==> config.mk <==
export PLATFORM = sky130hd
export DESIGN_NAME = rst_seq
export DESIGN_NICKNAME = d
export VERILOG_FILES = /design/src/rtl/rst_seq.sv
export SDC_FILE = /design/constraint.sdc
export NUM_CORES = 1
export LEC_CHECK = 0
export BUFFER_PORTS_ARGS = -buffer_cell sky130_fd_sc_hd__buf_2
export CAP_MARGIN = 15
export CORE_UTILIZATION = 56
export CTS_CLUSTER_SIZE = 28
export DETAILED_ROUTE_END_ITERATION = 16
export PLACE_DENSITY = 0.75
export SLEW_MARGIN = 10
export SYNTH_ARGS = -nofsm -noshare
export SYNTH_HDL_FRONTEND = slang
export SYNTH_SLANG_ARGS = --single-unit
==> constraint.sdc <==
create_clock -name clk -period 2.3 [get_ports clk]
set_clock_uncertainty 0.2 [all_clocks]
set_input_delay 0.46 -clock clk [delete_from_list [all_inputs] [get_ports clk]]
set_output_delay 0.46 -clock clk [all_outputs]
set_load 0.02 [all_outputs]
==> src/rtl/rst_seq.sv <==
// Reset sequencer: qualifies clock lock, holds all domain resets for a minimum time,
// then releases them one at a time (bit 0 first) with a fixed gap between releases.
module rst_seq #(
    parameter int unsigned N_OUT     = 4,
    parameter int unsigned LOCK_CYC  = 4,
    parameter int unsigned HOLD_CYC  = 16,
    parameter int unsigned STAGE_DLY = 8
) (
    input  logic             clk,
    input  logic             rst,
    input  logic             lock,
    input  logic             sw_req,
    output logic [N_OUT-1:0] rst_out,
    output logic             busy,
    output logic             done
);

    localparam int unsigned LW = $clog2(LOCK_CYC) + 1;
    localparam int unsigned HW = $clog2(HOLD_CYC) + 1;
    localparam int unsigned SW = $clog2(STAGE_DLY) + 1;
    localparam int unsigned IW = $clog2(N_OUT) + 1;

    localparam logic [LW-1:0] LockLast  = LW'(LOCK_CYC - 1);
    localparam logic [HW-1:0] HoldLast  = HW'(HOLD_CYC - 1);
    localparam logic [SW-1:0] StageLast = SW'(STAGE_DLY - 1);
    localparam logic [IW-1:0] IdxLast   = IW'(N_OUT - 1);

    typedef enum logic [1:0] {
        StWaitLock,
        StHold,
        StRelease,
        StRun
    } state_e;

    state_e            state_q, state_d;
    logic [LW-1:0]     lock_cnt_q, lock_cnt_d;
    logic [HW-1:0]     hold_cnt_q, hold_cnt_d;
    logic [SW-1:0]     stage_cnt_q, stage_cnt_d;
    logic [IW-1:0]     idx_q, idx_d;
    logic [N_OUT-1:0]  rst_out_q, rst_out_d;
    logic              busy_q, busy_d;
    logic              done_q, done_d;
    logic              sw_prev_q;
    logic              sw_edge;

    assign sw_edge = sw_req & ~sw_prev_q;

    always_comb begin
        state_d     = state_q;
        lock_cnt_d  = lock_cnt_q;
        hold_cnt_d  = hold_cnt_q;
        stage_cnt_d = stage_cnt_q;
        idx_d       = idx_q;
        rst_out_d   = rst_out_q;

        unique case (state_q)
            StWaitLock: begin
                rst_out_d = '1;
                if (!lock) begin
                    lock_cnt_d = '0;
                end else if (lock_cnt_q == LockLast) begin
                    state_d    = StHold;
                    lock_cnt_d = '0;
                    hold_cnt_d = '0;
                end else begin
                    lock_cnt_d = lock_cnt_q + LW'(1);
                end
            end
            StHold: begin
                rst_out_d = '1;
                if (hold_cnt_q == HoldLast) begin
                    state_d     = StRelease;
                    hold_cnt_d  = '0;
                    stage_cnt_d = '0;
                    idx_d       = '0;
                end else begin
                    hold_cnt_d = hold_cnt_q + HW'(1);
                end
            end
            StRelease: begin
                if (stage_cnt_q == StageLast) begin
                    stage_cnt_d = '0;
                    // Clearing only the indexed bit keeps rst_out a thermometer code.
                    for (int i = 0; i < int'(N_OUT); i++) begin
                        if (idx_q == IW'(i)) rst_out_d[i] = 1'b0;
                    end
                    if (idx_q == IdxLast) begin
                        state_d = StRun;
                        idx_d   = '0;
                    end else begin
                        idx_d = idx_q + IW'(1);
                    end
                end else begin
                    stage_cnt_d = stage_cnt_q + SW'(1);
                end
            end
            StRun: begin
                rst_out_d = '0;
            end
            default: begin
                state_d = StWaitLock;
            end
        endcase

        // Abort paths override normal progress; lock loss outranks a software request.
        if (state_q != StWaitLock) begin
            if (!lock) begin
                state_d     = StWaitLock;
                lock_cnt_d  = '0;
                hold_cnt_d  = '0;
                stage_cnt_d = '0;
                idx_d       = '0;
                rst_out_d   = '1;
            end else if (sw_edge) begin
                state_d     = StHold;
                lock_cnt_d  = '0;
                hold_cnt_d  = '0;
                stage_cnt_d = '0;
                idx_d       = '0;
                rst_out_d   = '1;
            end
        end

        busy_d = (state_d != StRun);
        done_d = (state_d == StRun);
    end

    always_ff @(posedge clk) begin
        if (rst) begin
            state_q     <= StWaitLock;
            lock_cnt_q  <= '0;
            hold_cnt_q  <= '0;
            stage_cnt_q <= '0;
            idx_q       <= '0;
            rst_out_q   <= '1;
            busy_q      <= 1'b1;
            done_q      <= 1'b0;
            // Preset high so a request held through reset is not seen as an edge.
            sw_prev_q   <= 1'b1;
        end else begin
            state_q     <= state_d;
            lock_cnt_q  <= lock_cnt_d;
            hold_cnt_q  <= hold_cnt_d;
            stage_cnt_q <= stage_cnt_d;
            idx_q       <= idx_d;
            rst_out_q   <= rst_out_d;
            busy_q      <= busy_d;
            done_q      <= done_d;
            sw_prev_q   <= sw_req;
        end
    end

    assign rst_out = rst_out_q;
    assign busy    = busy_q;
    assign done    = done_q;

endmodule

# ---- Word level (Yosys, flattened, before mapping)
# Index checks and enable logic that the tools add are counted.
dict set report op_classes {
  addsub 4
  eq_ne 11
  muxes 44
  bitwise 2
  reduce_logical 4
}
# cell n
set ops {}
lappend ops {{$mux W3} 12}
lappend ops {{$mux W4} 9}
lappend ops {{$mux W5} 6}
lappend ops {{$mux W2} 8}
lappend ops {{$pmux W4 S3} 1}
lappend ops {{$pmux W5 S2} 1}
lappend ops {{$eq A3 B2 Y1 const B} 3}
lappend ops {{$pmux W4 S2} 1}
lappend ops {{$add A3 B1 Y3 const B} 2}
lappend ops {{$eq A2 B2 Y1 const B} 3}
lappend ops {{$pmux W2 S3} 1}
lappend ops {{$pmux W3 S2} 1}
lappend ops {{$add A5 B1 Y5 const B} 1}
lappend ops {{$eq A5 B4 Y1 const B} 1}
lappend ops {{$add A4 B1 Y4 const B} 1}
lappend ops {{$eq A4 B3 Y1 const B} 1}
lappend ops {{$mux W1} 4}
lappend ops {{$eq A3 B1 Y1 const B} 1}
lappend ops {{$logic_not A3 Y1} 1}
lappend ops {{$eq A2 B1 Y1 const B} 1}
lappend ops {{$logic_not A2 Y1} 1}
lappend ops {{$ne A2 B2 Y1 const B} 1}
lappend ops {{$reduce_bool A2 Y1} 1}
lappend ops {{$reduce_or A2 Y1} 1}
lappend ops {{2 further kinds} 2}
dict set report word_totals {
  register_bits 24
  in_bits 4
  out_inout_bits 6
  word_cells 74
}

# ---- Longest topological paths before layout
dict set report depth {
  ltp_word 8
  depth_mapped 8
  ltp_nobuf 6
}

# ---- Worst setup path before layout
# No wires, ideal clock.
dict set report synth_path {
  path_kind {register -> register}
  start {register state_q[0]}
  end {register state_q[0]}
  setup_ns 0.116
  arrival_time_ns 1.401
  required_ns 1.984
  path_slack_ns 0.583
  path_stages_with_launch 7
  path_buffers 0
  synth_period_minus_slack_ns 1.717
  path_cell_list {dfxtp_1 > inv_1 > ha_1 > nor2b_1 > and3_1 > o32a_1 > nor3b_2}
}
dict set report synth_via {
  elab_chain_cells 6
  word_cells_on_any_way 13
  cone_classes {eq/ne (2); mux (9); reduce/logical (2)}
}
# element line
set synth_rtl {}
lappend synth_rtl {{start, declared} 35} ;# state_e state_q, state_d;
lappend synth_rtl {{start signal, assigned} 130} ;# state_q <= StWaitLock;
lappend synth_rtl {{start signal, assigned} 141} ;# state_q <= state_d;
lappend synth_rtl {{$mux W2, on equally long branches} {87, 61}}
lappend synth_rtl {{$mux W2, on equally long branches} {81, 59}}
lappend synth_rtl {{$pmux W2 S3} 56} ;# unique case (state_q)
lappend synth_rtl {{$mux W2} 114} ;# end else if (sw_edge) begin
lappend synth_rtl {{$mux W2} 107} ;# if (!lock) begin
lappend synth_rtl {{$mux W2 (*)} 106} ;# if (state_q != StWaitLock) begin
# Every way passes the cells marked *; elsewhere a longest branch is shown, timed or not.
# A chain may end at the register's enable or synchronous reset.

# ---- Final worst setup path
dict set report layout_path {
  start {register state_q[1]}
  end {register hold_cnt_q[3]}
}
dict set report layout_via {
  elab_chain_cells 5
  word_cells_on_any_way 7
  cone_classes {eq/ne (1); mux (4); reduce/logical (2)}
}
# element line
set layout_rtl {}
lappend layout_rtl {{$eq A2 B1 Y1 / $logic_not A2 Y1 (equally long branches)} 56}
lappend layout_rtl {{$pmux W5 S2} 56}
lappend layout_rtl {{$mux W5} 114}
lappend layout_rtl {{$mux W5} 107}
lappend layout_rtl {{$mux W5 (*)} 106}
lappend layout_rtl {{end signal, assigned} 143} ;# hold_cnt_q <= hold_cnt_d;
lappend layout_rtl {{end, declared} 37} ;# logic [HW-1:0] hold_cnt_q, hold_cnt_d;
# Marked as above.

==> results.md <==
- Diode count: 0
- Layout area overhead: 5.900%
- CP arrival: 2020 ps
- Share of layout cells above drive strength 1: 16.55%
- Top cell type's share of synthesized area: 37.76%
- CTS tree: yes
- Worst path required time: 2280 ps
- Initial antenna violation count: 0
- Min Tclk post-route: 2045 ps
- VDD IR max: 0.3636 mV
- Final GP Congestion: 0.7256
- Final setup fails: 0
- Worst setup EP type: register
- H-tree depth: 1
- CTS max path bufs: 2
- Avg Cell Area, Syn: 9.356 um^2
- DRT iter0 DRCs: 14
- Comb power frac: 9.8%
- Post-synth ARST share: 0%
- Netlist cell types: 40
- WL/cell: 13.95 um
- Clock latency on the worst-skew pair: 310 ps
- Total grt overflow: 0
- Most common cell after layout, fill and taps aside: dfxtp_1
- Status: finished clean
- Crit Path Class: reg -> reg
- Synthesized area: 1272 um^2
- Total number of vias: 1001
- Int Pwr: 506.5 uW
- Seq/Total Area, Yosys: 37.76%
- Worst Hold Class: in -> reg
- Switching fraction of total power: 24.39%
- Largest net degree at the start of global routing: 18
- # hold bufs at CTS: 0
- Area of the core: 2042 um^2
- Final HPWL DP: 1.829 mm
- Clock slew at reported path FFs: 120 ps
- PwrDens: 497.2 nW/um^2
- DP Cell Count: 169
- Most frequent cells in the layout: dfxtp_1, nor2_1, ha_1
- Vias in the first global route: 936
- Worst Setup Start Kind: register
- Synth warn: 0
- Total iterations of the first detailed-routing run: 4
- Top cells by area, synth: dfxtp_1, ha_1, nor2_1
- PortBufs: 9
- Non-filler cells, final: 172
- Post-route setup slack: 254.7 ps
- Post-synth EDFFs: 0
- Residual DRC: 0
- Slew Viols, Final: 0
- #FFs+latches synth: 24
- Die height: 49.67 um
- Worst Max-Slew Pin Slew: 623.9 ps
- Post-Synthesis Cells: 136
- Die area: 2467 um^2
- Synth area leader: dfxtp_1
- Routed Wire Length: 2.400 mm
- DP Worst Slack: 284.7 ps
- Clk network pwr share: 26.5%
- CTS resizes: 0
- CTS sink count: 24
- Hold Slack: 152.2 ps
- First-pass GRT wire length: 3.967 mm
- DIE WIDTH: 49.67 um
- TNS Setup: 0 ps
- Fin nets: 163
- Max Cap Viol: 0
- Static Leakage: 0.0005405 uW
- Fillers: 190
- Final Hold Vio Count: 0
- Top Ports: 10
- F_max: 488.9 MHz
- Relative slew margins: 58.41%
- Post-synth top flop: dfxtp_1
- Flop pwr share: 63.7%
- Net Sw Power: 163.4 uW
- # rows: 16
- Seq. cell area: 480.5 um^2
- Setup bufs post-CTS: 0
- Clk root buf: clkbuf_4
- Worst Path Max Fanout: 17
- Via density: 5.820
- Part of the cycle the worst path needs: 88.92%
- Area of the multi-input gates: 728.2 um^2
- Total CTS buffers: 3
- Antenna Nets Post-Route: 0
- Syn Nets: 152
- Initial Util: 62.32%
- RSZ-0062 raised after global routing: no
- GRT Resource Usage Total: 20.92%
flip-flops by register name (all words and copies together) (netlist names):
signal and flops:
rst_out 4, hold_cnt_q 5, lock_cnt_q 3, busy 1, done 1, state_q 2, stage_cnt_q 4, sw_prev_q 1
idx_q 3
synthesized netlist by cell type (2+ instances only):
| cell | n |
|---|---|
| nand3_1 | 6 |
| nor2b_1 | 2 |
| a32oi_1 | 2 |
| ha_1 | 12 |
| nor3b_2 | 3 |
| inv_1 | 7 |
| nor3_1 | 5 |
| nor3b_1 | 2 |
| mux2i_1 | 2 |
| a311o_1 | 4 |
| or2b_1 | 2 |
| a22oi_1 | 3 |
| a21oi_1 | 9 |
| dfxtp_1 | 24 |
| nand2_1 | 10 |
| nor2_1 | 14 |
| and3b_1 | 2 |
| and3_1 | 2 |
| a211oi_1 | 2 |
| o21ai_0 | 2 |
| buf_6 | 2 |
through the flow:
stage                     total power [uW]  util [%]  instance area [um^2]
final                                669.9     65.99                  1348
after global routing                 700.4     65.99                  1348
after CTS                            678.3     65.99                  1348
after detailed placement             501.6     64.89                  1325
after global placement               499.1     64.89                  1325
after floorplan                      488.7         -                  1272
cell type report:
type / count / area share (%)
multi-input cells: 100 / 54.04
clock buffers: 3 / 1.671
flip-flops and latches: 24 / 35.65
inverters: 8 / 2.228
well taps: 27 / 2.507
repair buffers: 10 / 3.900
power groups by stage:
stage	sequential, uW	clock [uW]	combinational [uW]
after global placement	436	0	63.5
after global routing	428	201	70.8
after floorplan	438	0	51.0
after CTS	427	186	65.4
after detailed placement	436	0	65.3
final	427	178	65.4
worst max-delay path, cell delays in order, from the launching register on:
cell and delay (ps):
dfxtp_1 430, inv_1 90, ha_1 310, a21oi_2 210
or2_1 530, nor3_1 130
final timing paths:
kind	from	to	slack, ps	depth (start not counted)
worst max register to register	state_q[1]	hold_cnt_q[3]	250	5
worst min register to register	lock_cnt_q[2]	lock_cnt_q[2]	280	2
worst max-delay path	state_q[1]	hold_cnt_q[3]	250	5
worst min-delay path	sw_req	sw_prev_q	150	2
kinds of logic after synthesis:
kind of cell,after synthesis,share of synthesized area (%)
and+or+nand+nor,55,25.27
DFF,24,37.76
AOI/OAI and AO/OA,30,17.70
buffers and inverters,12,5.015
adders and majority gates,12,11.80
muxes,3,2.458
layer usage:
metal  GRT usage (%)  wire [um]  up-vias
met1           26.34       1159      471
li1                -          -      509
met2           35.14       1142       14
met3           2.160         38        7
met4           10.48         59        0
met5               0          0        -
Power figures use the tool's default switching activity.
